==> src/rtl/rtl_xor_pipe.sv <==
// -----------------------------------------------------------------------------
// rtl_xor_pipe
//
// Elastic bitwise-operation pipeline. Each accepted beat is reduced to one
// result (XOR, XNOR, AND, or a running accumulated XOR). The result is captured
// into stage 0 and then carried through PIPE_STAGES register stages. Each stage
// holds a valid bit and its data. Valid/ready handshakes on both sides allow
// full throughput, and empty stages collapse under backpressure.
//
// Parameters
//   DATA_WIDTH   operand / result width in bits (>= 1)
//   PIPE_STAGES  register stages between acceptance and output (1..8)
//
// Ports
//   i__clk        sole clock, rising edge
//   i__areset     asynchronous, active-high reset
//   i__in_valid   producer presents a beat on i__inA/i__inB/i__mode/i__acc_clr
//   o__in_ready   block accepts the beat this cycle (no path from i__in_valid)
//   i__inA        operand A
//   i__inB        operand B
//   i__mode       0 XOR, 1 XNOR, 2 AND, 3 ACC (running XOR)
//   i__acc_clr    clears the accumulator (applied before an ACC beat's update)
//   o__out_valid  o__dout holds a valid result
//   i__out_ready  consumer takes the result this cycle
//   o__dout       result
// -----------------------------------------------------------------------------
module rtl_xor_pipe #(
    parameter int DATA_WIDTH  = 10,
    parameter int PIPE_STAGES = 2
) (
    input  logic                  i__clk,
    input  logic                  i__areset,
    input  logic                  i__in_valid,
    output logic                  o__in_ready,
    input  logic [DATA_WIDTH-1:0] i__inA,
    input  logic [DATA_WIDTH-1:0] i__inB,
    input  logic [1:0]            i__mode,
    input  logic                  i__acc_clr,
    output logic                  o__out_valid,
    input  logic                  i__out_ready,
    output logic [DATA_WIDTH-1:0] o__dout
);

    localparam int LAST = PIPE_STAGES - 1;

    typedef enum logic [1:0] {
        MODE_XOR  = 2'd0,
        MODE_XNOR = 2'd1,
        MODE_AND  = 2'd2,
        MODE_ACC  = 2'd3
    } mode_e;

    mode_e                  mode;
    logic                   accept;
    logic [DATA_WIDTH-1:0]  acc;
    logic [DATA_WIDTH-1:0]  acc_base;
    logic [DATA_WIDTH-1:0]  acc_next;
    logic [DATA_WIDTH-1:0]  result;

    logic [PIPE_STAGES-1:0] stage_valid;
    logic [PIPE_STAGES-1:0] stage_load;
    logic [DATA_WIDTH-1:0]  stage_data [PIPE_STAGES];

    assign mode     = mode_e'(i__mode);
    assign accept   = i__in_valid && o__in_ready;
    assign acc_base = i__acc_clr ? '0 : acc;
    assign acc_next = acc_base ^ i__inA ^ i__inB;

    // NOTE: every variable written in always_comb gets a default first, so no
    // path through the block can leave it unassigned and infer a latch.
    always_comb begin
        result = i__inA ^ i__inB;
        case (mode)
            MODE_XOR:  result = i__inA ^ i__inB;
            MODE_XNOR: result = ~(i__inA ^ i__inB);
            MODE_AND:  result = i__inA & i__inB;
            MODE_ACC:  result = acc_next;
            default:   result = i__inA ^ i__inB;
        endcase
    end

    // A stage may load when it is empty or when its own content moves on in
    // the same cycle. This ripples from the output back to the input, so
    // bubbles anywhere in the pipe are filled even while the output stalls,
    // and an occupied stage is never overwritten.
    always_comb begin
        stage_load       = '0;
        stage_load[LAST] = !stage_valid[LAST] || i__out_ready;
        for (int k = LAST - 1; k >= 0; k--) begin
            stage_load[k] = !stage_valid[k] || stage_load[k + 1];
        end
    end

    assign o__in_ready  = stage_load[0];
    assign o__out_valid = stage_valid[LAST];
    assign o__dout      = stage_data[LAST];

    // NOTE: sequential state uses non-blocking assignments so every register
    // samples the pre-edge values, whatever order the statements appear in.
    always_ff @(posedge i__clk or posedge i__areset) begin
        if (i__areset) begin
            acc <= '0;
        end else begin
            // acc_base already folds in the clear, so a non-ACC beat or an
            // idle cycle just stores it back.
            acc <= (accept && mode == MODE_ACC) ? acc_next : acc_base;
        end
    end

    // NOTE: the data registers are reset too (not only the valid bits), so
    // o__dout reads as zero right after reset instead of stale contents.
    always_ff @(posedge i__clk or posedge i__areset) begin
        if (i__areset) begin
            stage_valid <= '0;
            for (int k = 0; k < PIPE_STAGES; k++) begin
                stage_data[k] <= '0;
            end
        end else begin
            if (stage_load[0]) begin
                stage_valid[0] <= accept;
                if (accept) begin
                    stage_data[0] <= result;
                end
            end
            for (int k = 1; k < PIPE_STAGES; k++) begin
                if (stage_load[k]) begin
                    stage_valid[k] <= stage_valid[k - 1];
                    // Data only moves with a valid beat; a bubble leaves it alone.
                    if (stage_valid[k - 1]) begin
                        stage_data[k] <= stage_data[k - 1];
                    end
                end
            end
        end
    end

endmodule
==> config.mk <==
export PLATFORM = sky130hd
export DESIGN_NAME = rtl_xor_pipe
export DESIGN_NICKNAME = d
export VERILOG_FILES = /design/src/rtl/rtl_xor_pipe.sv
export SDC_FILE = /design/constraint.sdc
export NUM_CORES = 1
export LEC_CHECK = 0
export BUFFER_PORTS_ARGS = -buffer_cell sky130_fd_sc_hd__buf_2
export CAP_MARGIN = 10
export CORE_MARGIN = 5
export CORE_UTILIZATION = 42
export CTS_CLUSTER_SIZE = 24
export DETAILED_ROUTE_END_ITERATION = 10
export GPL_TIMING_DRIVEN = 0
export PLACE_DENSITY = 0.66
export SYNTH_ARGS = -nofsm -noshare
export SYNTH_HDL_FRONTEND = slang
export SYNTH_SLANG_ARGS = --single-unit
==> constraint.sdc <==
create_clock -name i__clk -period 3.04 [get_ports i__clk]
set_input_delay 0.304 -clock i__clk [delete_from_list [all_inputs] [get_ports i__clk]]
set_output_delay 0.304 -clock i__clk [all_outputs]
set_load 0.01 [all_outputs]
==> impl_metrics.json, run 1 <==
{
  "run_status": "completed",
  "swShare": 0.259,
  "hold_depth": 2,
  "multi_input_area_sq_um": 972,
  "dieArea_sq_um": 5980,
  "regArea_sq_um": 801,
  "area_delta_synth_final_pct": 21.8,
  "seqPwrFrac": 0.403,
  "worst-endpoint-required_ps": 2740,
  "worstRegToRegCells": 4,
  "drive_gt1_frac": 0.345,
  "grt_usage": 0.133,
  "firstDrtPassIters": 4,
  "yosys_warnings": 0,
  "cap_violations": 0,
  "synth_top_flop_cell": "dfrtp_1",
  "detail_route.iter0.violations": 77,
  "clock-sinks": 32,
  "hp-class": "input port to register",
  "wirelength_mm": 3.59,
  "synthTopCellsByArea": "dfrtp_1, xnor2_1, ha_1, mux2_2, a221oi_1",
  "leakage_nw": 1.05,
  "ant_nets": 0,
  "grt_pass1_wl_mm": 6.44,
  "setup_violations": 0,
  "detail_route.wl_per_cell_microns": 12.9,
  "dpl-instance-area_sq_um": 2150,
  "ys_seq_area_frac": 0.421,
  "syn-num-nets": 216,
  "rsz0062_at_grt": "no",
  "cp_max_fo": 4,
  "path_buf_inv": 1,
  "setup_tns_ps": 0,
  "gp_congestion": 0.785,
  "ys_async_sr_fraction": 1.00,
  "synth_most_common_cell": "dfrtp_1",
  "cts_buffer_depth": 2,
  "fillers": 413,
  "dieHeight_microns": 77.3,
  "syn_inst": 179,
  "fmax_mhz": 758,
  "clkPwrFrac": 0.338,
  "synthTopCellsByCount": "dfrtp_1, xnor2_1, nor2_1",
  "fin_area_sq_um": 2320,
  "vdd_drop_max_uv": 194,
  "hold_viol": 0,
  "synth_edf_count": 0,
  "slew_violations": 0,
  "die_w_microns": 77.3,
  "dpl.hpwl_mm": 2.67,
  "cpLargestDelayFamily": "flip-flops",
  "clk-insertion-delay-late_ps": 280,
  "grt_overflow": 0,
  "fin_nets": 262,
  "skew_ps": 5.28,
  "cts_resized": 0,
  "drc_errors": 0,
  "startpoint_type": "register",
  "cp.arrival_ps": 1010,
  "worst_pin_slew_ps": 431,
  "layout_min_cycle_time_ps": 1320,
  "via_per_inst": 4.88,
  "power.internal_mw": 0.978,
  "avgSynthCellArea_sq_um": 10.6,
  "final_util": 0.529,
  "antenna_found_initial": 0,
  "syn-cell-area_sq_um": 1900,
  "num_io_pins": 39,
  "grt_pass1_vias": 1374,
  "netlist-cell-type-count": 24,
  "cp_cell_sequence": "nand3b_1 -> buf_2",
  "core_sq_um": 4380,
  "n_antenna_cell": 0,
  "critPathMaxStageDelay_ps": 400,
  "switchingPower_mw": 0.342,
  "cts_tree": "built",
  "power_mw": 1.32,
  "cts-buffers-inserted": 5,
  "rrSetupSlack_ps": 1770,
  "num_vias": 1356,
  "ys_seq_elements": 32,
  "row_count": 24,
  "timing.slew.headroom": 0.712,
  "path_class": "register to output pin",
  "slowest_stage": "dfrtp_1",
  "cts_root_buf": "clkbuf_8",
  "h-tree-depth": 2,
  "cp-end-kind": "output pin",
  "combPwrFrac": 0.259,
  "start_util": 0.434,
  "power.density_nw_per_um2": 570,
  "grt_max_degree": 33,
  "finalCritPeriodShare": 0.434,
  "numPortBuffers": 37,
  "yosysTopAreaCellShare": 0.421,
  "synth_top_area_cell": "dfrtp_1",
  "clk_pin_slew_ps": 70,
  "worstSetupPathDepth": 2
}
[registers in the layout, summed over array words and instances (netlist names)]
| name | flops |
|---|---|
| o__dout | 10 |
| stage_data | 10 |
| acc | 10 |
| stage_valid | 2 |
[routing by layer]
layer / track usage / up-vias / routed length, microns
met4: 0.0515 / 0 / 66
met1: 0.180 / 637 / 1680
li1: - / 688 / -
met5: 0 / - / 0
met3: 0.0340 / 4 / 149
met2: 0.205 / 27 / 1700
[metrics by stage]
step | hold WS (ps) | setup WS (ps) | std cells
after floorplan | 412 | 1810 | 179
after global placement | 468 | 1580 | 268
after detailed placement | 472 | 1550 | 268
after CTS | 245 | 1710 | 276
after global routing | 267 | 1620 | 278
final | 253 | 1720 | 278
[worst register-to-register path: stages (launching register included)]
cell and delay (ps):
dfrtp_1 380, nand3b_1 160, nand2_1 130, clkbuf_1 330, o31ai_1 140
[power by group through the flow]
stage          logic, mW  registers, mW  clock network (mW)
2_1_floorplan      0.249          0.532                   0
3_3_place_gp       0.335          0.539                   0
3_5_place_dp       0.341          0.541                   0
4_1_cts            0.343          0.533               0.459
5_1_grt            0.384          0.542               0.481
6_report           0.342          0.531               0.447
[area by class of cell]
type	instances	area share
Buffer	16	0.0529
Clock buffer	7	0.0416
Clock inverter	1	0.0130
Inverter	2	0.00324
Multi-Input combinational cell	129	0.420
Sequential cell	32	0.346
Tap cell	52	0.0281
Timing Repair Buffer	39	0.0961
[placed cells by master (no fill, tap or decap), drive strengths merged, types with 4 or more instances in the layout]
master / synthesis / routed
buf: 15 / 53
dfrtp: 32 / 32
xnor2: 26 / 26
nor2: 16 / 16
nand2b: 13 / 13
nand2: 12 / 12
mux2: 10 / 10
xor2: 10 / 10
a221oi: 10 / 10
ha: 10 / 10
clkbuf: 1 / 8
o21ai: 6 / 6
a21oi: 4 / 4
nor3: 4 / 4
o31ai: 4 / 4
[what timing repair did]
action                                 in CTS  in global routing
endpoints found under the hold margin       0                  6
hold buffers                                0                  1
buffers inserted                            0                  0
[kinds of logic after synthesis]
logic type	synth area share
and+or+nand+nor	0.132
xor gates and xnor gates	0.166
DFF	0.421
AOI/OAI and AO/OA	0.0881
buffers and inverters	0.0684
muxes	0.0592
adders and majority gates	0.0657
[final timing paths]
| kind | startpoint | endpoint |
|---|---|---|
| max | stage_valid[0] | o__in_ready |
| min | i__in_valid | stage_valid[0] |
| max reg2reg | stage_valid[0] | stage_data[13] |
| min reg2reg | stage_data[16] | stage_data[16] |
| max in group asynchronous | i__areset | o__dout[4] |
| min in group asynchronous | i__areset | acc[4] |
No activity file was read; power rests on OpenSTA's default activity.
==> inputs of run 2 (changes only) <==
PLACE_DENSITY = 0.68   (was 0.66)
clock period = 1.1 ns   (was 3.04 ns; I/O delays follow)
==> impl_metrics.json, run 2 (same netlist as run 1, synthesis figures left out) <==
{
  "die_w_microns": 77.3,
  "worst-endpoint-required_ps": 1300,
  "placedCellCount": 268,
  "fin_cells": 287,
  "fmax_mhz": 843,
  "layout_min_cycle_time_ps": 1190,
  "cts_root_buf": "clkbuf_8",
  "slew_violations": 0,
  "failed_checks": "setup timing",
  "fin_nets": 271,
  "path_class": "register to register",
  "area_delta_synth_final_pct": 38.5,
  "holdWs_ps": 170,
  "met1_length_mm": 1.73,
  "drc_errors": 0,
  "num_vias": 1474,
  "mostFrequentLayoutCells": "buf_2, dfrtp_1, xnor2_1",
  "wl_met2_mm": 2.23,
  "cp.arrival_ps": 1380,
  "rsz0062_at_grt": "yes",
  "clock-sinks": 32,
  "worstRegToRegCells": 5,
  "ant_nets": 0,
  "h-tree-depth": 2,
  "dr_wl_met3_microns": 189,
  "detail_route.wl_per_cell_microns": 14.8,
  "antenna_found_initial": 0,
  "hold_viol": 0,
  "dpl.hpwl_mm": 2.69,
  "cts_tree": "built",
  "row_count": 24,
  "seqPwrFrac": 0.393,
  "power.density_nw_per_um2": 1440,
  "hold_depth": 2,
  "post-place-ws_ps": -194,
  "swShare": 0.286,
  "start_util": 0.434,
  "cp_max_fo": 5,
  "firstDrtPassIters": 4,
  "skew_ps": 2.34,
  "finalCritPeriodShare": 1.08,
  "worst_pin_slew_ps": 780,
  "dpl-instance-area_sq_um": 2170,
  "power.internal_mw": 2.70,
  "vdd_drop_max_uv": 670,
  "numPortBuffers": 37,
  "grt_overflow": 0,
  "gp_congestion": 0.801,
  "fin_ws_ps": -85.6,
  "clkPwrFrac": 0.291,
  "setup_tns_ps": -1300,
  "wirelength_mm": 4.25,
  "dieHeight_microns": 77.3,
  "timing.slew.headroom": 0.479,
  "via_per_inst": 5.14,
  "switchingPower_mw": 1.08,
  "fin_area_sq_um": 2640,
  "n_antenna_cell": 0,
  "grt_usage": 0.141,
  "final_util": 0.601,
  "dieArea_sq_um": 5980,
  "num_io_pins": 39,
  "cap_violations": 0,
  "clk_pin_slew_ps": 70,
  "run_status": "finished, violations left",
  "cts-buffers-inserted": 5,
  "dr.max_layer_used": "met4",
  "final_common_cell": "buf_2",
  "core_sq_um": 4380,
  "fillers": 369,
  "drive_gt1_frac": 0.502,
  "clk-insertion-delay-late_ps": 280,
  "grt_max_degree": 33,
  "cp-end-kind": "register",
  "detail_route.iter0.violations": 32,
  "combPwrFrac": 0.316,
  "leakage_nw": 1.19,
  "hp-class": "input port to register",
  "grt_pass1_wl_mm": 6.77,
  "setup_violations": 31,
  "cts_buffer_depth": 2,
  "power_mw": 3.79,
  "grt_pass1_vias": 1491,
  "startpoint_type": "register"
}
-- run 2: changes by cell type in the layout (fill, tap and decap cells not counted), moves of 4 or more --
cell      before  now
nand2_4        0    4
nor2_2         0    6
nand2_1       11    6
mux2_2        10    6
o31ai_1        4    0
nor2_1        16    7
a221oi_2       0    9
mux2_4         0    4
buf_6          3    9
a221oi_1      10    1
-- run 2: final timing paths --
| check | endpoint | start | slack, ps |
|---|---|---|---|
| worst max register to register | acc[0] | stage_valid[1] | -90 |
| min in group asynchronous | o__dout[6] | i__areset | 360 |
| worst max-delay path | acc[0] | stage_valid[1] | -90 |
| max in group asynchronous | o__dout[7] | i__areset | 270 |
| worst min register to register | stage_data[19] | stage_data[19] | 490 |
| worst min-delay path | stage_valid[0] | i__in_valid | 170 |
-- run 2: power groups by stage --
stage	sequential (mW)	clock (mW)	combinational, mW
after global placement	1.49	0	0.931
after global routing	1.52	1.17	1.31
after floorplan	1.47	0	0.697
final	1.49	1.10	1.20
after detailed placement	1.50	0	0.948
after CTS	1.48	1.12	1.03
-- run 2: cell type report --
type                       count  area, sq um  share of cell area
tap                           52         65.1              0.0247
buffer                        16          140              0.0532
clock buffer                   6         72.6              0.0275
multi-input combinational    131         1220               0.462
clock inverter                 2         35.0              0.0133
sequential                    32          801               0.304
timing repair buffer          46          297               0.112
inverter                       2         7.51             0.00285
-- run 2: per-layer routing --
layer	global-route usage	up-vias
li1	-	716
met5	0	-
met4	0.0722	0
met2	0.238	38
met1	0.165	711
met3	0.0363	9
-- run 2: timing repair --
item	CTS	global route
pin swaps	10	7
setup buffers	3	2
gates cloned	2	2
hold buffers	0	1
resized for setup	22	34
endpoints found under the setup margin	31	31
hold endpoints to repair	0	7
-- run 2: critical path: stages (launching register included) --
cell      delay [ps]
dfrtp_1          400
nand3b_1         110
buf_6            150
nand3_4          140
nor2_1           160
xnor2_1          140
==> inputs of run 3 (changes only) <==
CTS_BUF_LIST = sky130_fd_sc_hd__clkbuf_16   (was unset)
SKIP_LAST_GASP = 1   (was unset)
==> impl_metrics.json, run 3 (same netlist as run 1, synthesis figures left out) <==
{
  "drc_errors": 0,
  "die_w_microns": 77.3,
  "numPortBuffers": 37,
  "cts_root_buf": "clkbuf_16",
  "firstDrtPassIters": 4,
  "antenna_found_initial": 0,
  "cts_tree": "built",
  "grt_usage": 0.140,
  "ctsHoldBuffers": 0,
  "grt_pass1_wl_mm": 6.70,
  "final_common_cell": "buf_2",
  "wirelength_mm": 4.20,
  "grt_max_degree": 33,
  "num_io_pins": 39,
  "worst_pin_slew_ps": 727,
  "grt_overflow": 0,
  "ant_nets": 0,
  "hold_viol": 14,
  "skew_ps": 3.51,
  "grt_pass1_vias": 1481,
  "cts_buffer_depth": 2,
  "start_util": 0.434,
  "core_sq_um": 4380,
  "run_status": "finished, violations left",
  "rsz0062_at_grt": "yes",
  "path_class": "register to output pin",
  "detail_route.iter0.violations": 60,
  "fmax_mhz": 856,
  "cp-end-kind": "output pin",
  "cap_violations": 0,
  "detail_route.wl_per_cell_microns": 14.8,
  "layout_min_cycle_time_ps": 1170,
  "gp_congestion": 0.801,
  "worst-endpoint-required_ps": 990,
  "fin_cells": 284,
  "placedCellCount": 268,
  "power_mw": 4.16,
  "dieHeight_microns": 77.3,
  "timing.slew.headroom": 0.514,
  "startpoint_type": "register",
  "vdd_drop_max_uv": 785,
  "n_antenna_cell": 0,
  "area_delta_synth_final_pct": 36.9,
  "num_vias": 1447,
  "clk_pin_slew_ps": 50,
  "row_count": 24,
  "dpl.hpwl_mm": 2.69,
  "dieArea_sq_um": 5980,
  "drive_gt1_frac": 0.491,
  "finalCritPeriodShare": 1.06,
  "cp_max_fo": 5,
  "via_per_inst": 5.10,
  "fin_nets": 268,
  "cts-buffers-inserted": 5,
  "power.density_nw_per_um2": 1600,
  "leakage_nw": 1.17,
  "h-tree-depth": 2,
  "cp.arrival_ps": 1060,
  "hp-class": "input port to async pin",
  "mostFrequentLayoutCells": "buf_2, dfrtp_1, xnor2_1",
  "failed_checks": "hold timing, setup timing",
  "final_util": 0.594,
  "setup_violations": 30,
  "post-place-ws_ps": -194,
  "clk-insertion-delay-late_ps": 270,
  "holdWs_ps": -65.8,
  "clock-sinks": 32,
  "fin_ws_ps": -67.7,
  "slew_violations": 0
}
## run 3: cell count changes in the layout (fill, tap and decap cells not counted), sizes merged
cell / change
buf: -2
clkbuf: -1
dlygate4sd3: -1
inv: +1
## run 3: path summary, 6_finish.rpt
check                               startpoint             end  slack [ps]  cells past startpoint
worst max-delay path            stage_valid[1]     o__in_ready         -70                      3
worst min-delay path                 i__areset          acc[1]         -70                      2
worst max register to register          acc[1]  stage_data[11]         -60                      4
worst min register to register  stage_data[14]  stage_data[14]         480                      2
max in group asynchronous            i__areset          acc[5]         640                      3
min in group i__clk                i__in_valid  stage_valid[0]         180                      2
## run 3: final cells by class
class | count | area (sq um)
buffer | 16 | 140
clock buffer | 5 | 125
clock inverter | 3 | 38.8
fill | 369 | 1780
inverter | 2 | 7.51
multi-input combinational | 131 | 1170
sequential | 32 | 801
tap | 52 | 65.1
timing repair buffer | 43 | 258
## run 3: timing repair
item | CTS | global route
setup buffers | 2 | 1
pin swaps | 4 | 7
resized for setup | 16 | 27
endpoints found under the hold margin | 0 | 14
endpoints found under the setup margin | 31 | 31
cloned | 2 | 2
## run 3: worst max-delay path, cell delays in order, from the launching register on
cell and delay [ps]:
dfrtp_1 390, nand3b_1 110, buf_6 150, buf_2 140
## run 3: report_power, final
group / switching (mW) / internal (mW)
clock: 0.484 / 1.05
combinational: 0.526 / 0.608
sequential: 0.104 / 1.38
total: 1.11 / 3.04
## run 3: per-layer routing
metal	vias up	part of all wire	GRT usage
met5	-	0	0
li1	716	-	-
met1	687	0.40	0.163
met3	9	0.044	0.0375
met2	35	0.53	0.233
met4	0	0.026	0.0722
## run 3: metrics by stage
stage	hold slack [ps]	area [sq um]	setup TNS, ps
global placement	343	2170	-7180
floorplan	218	1920	-733
CTS	142	2440	-541
global route	-24.3	2610	-2630
detailed placement	347	2170	-7360
finish	-65.8	2610	-1020
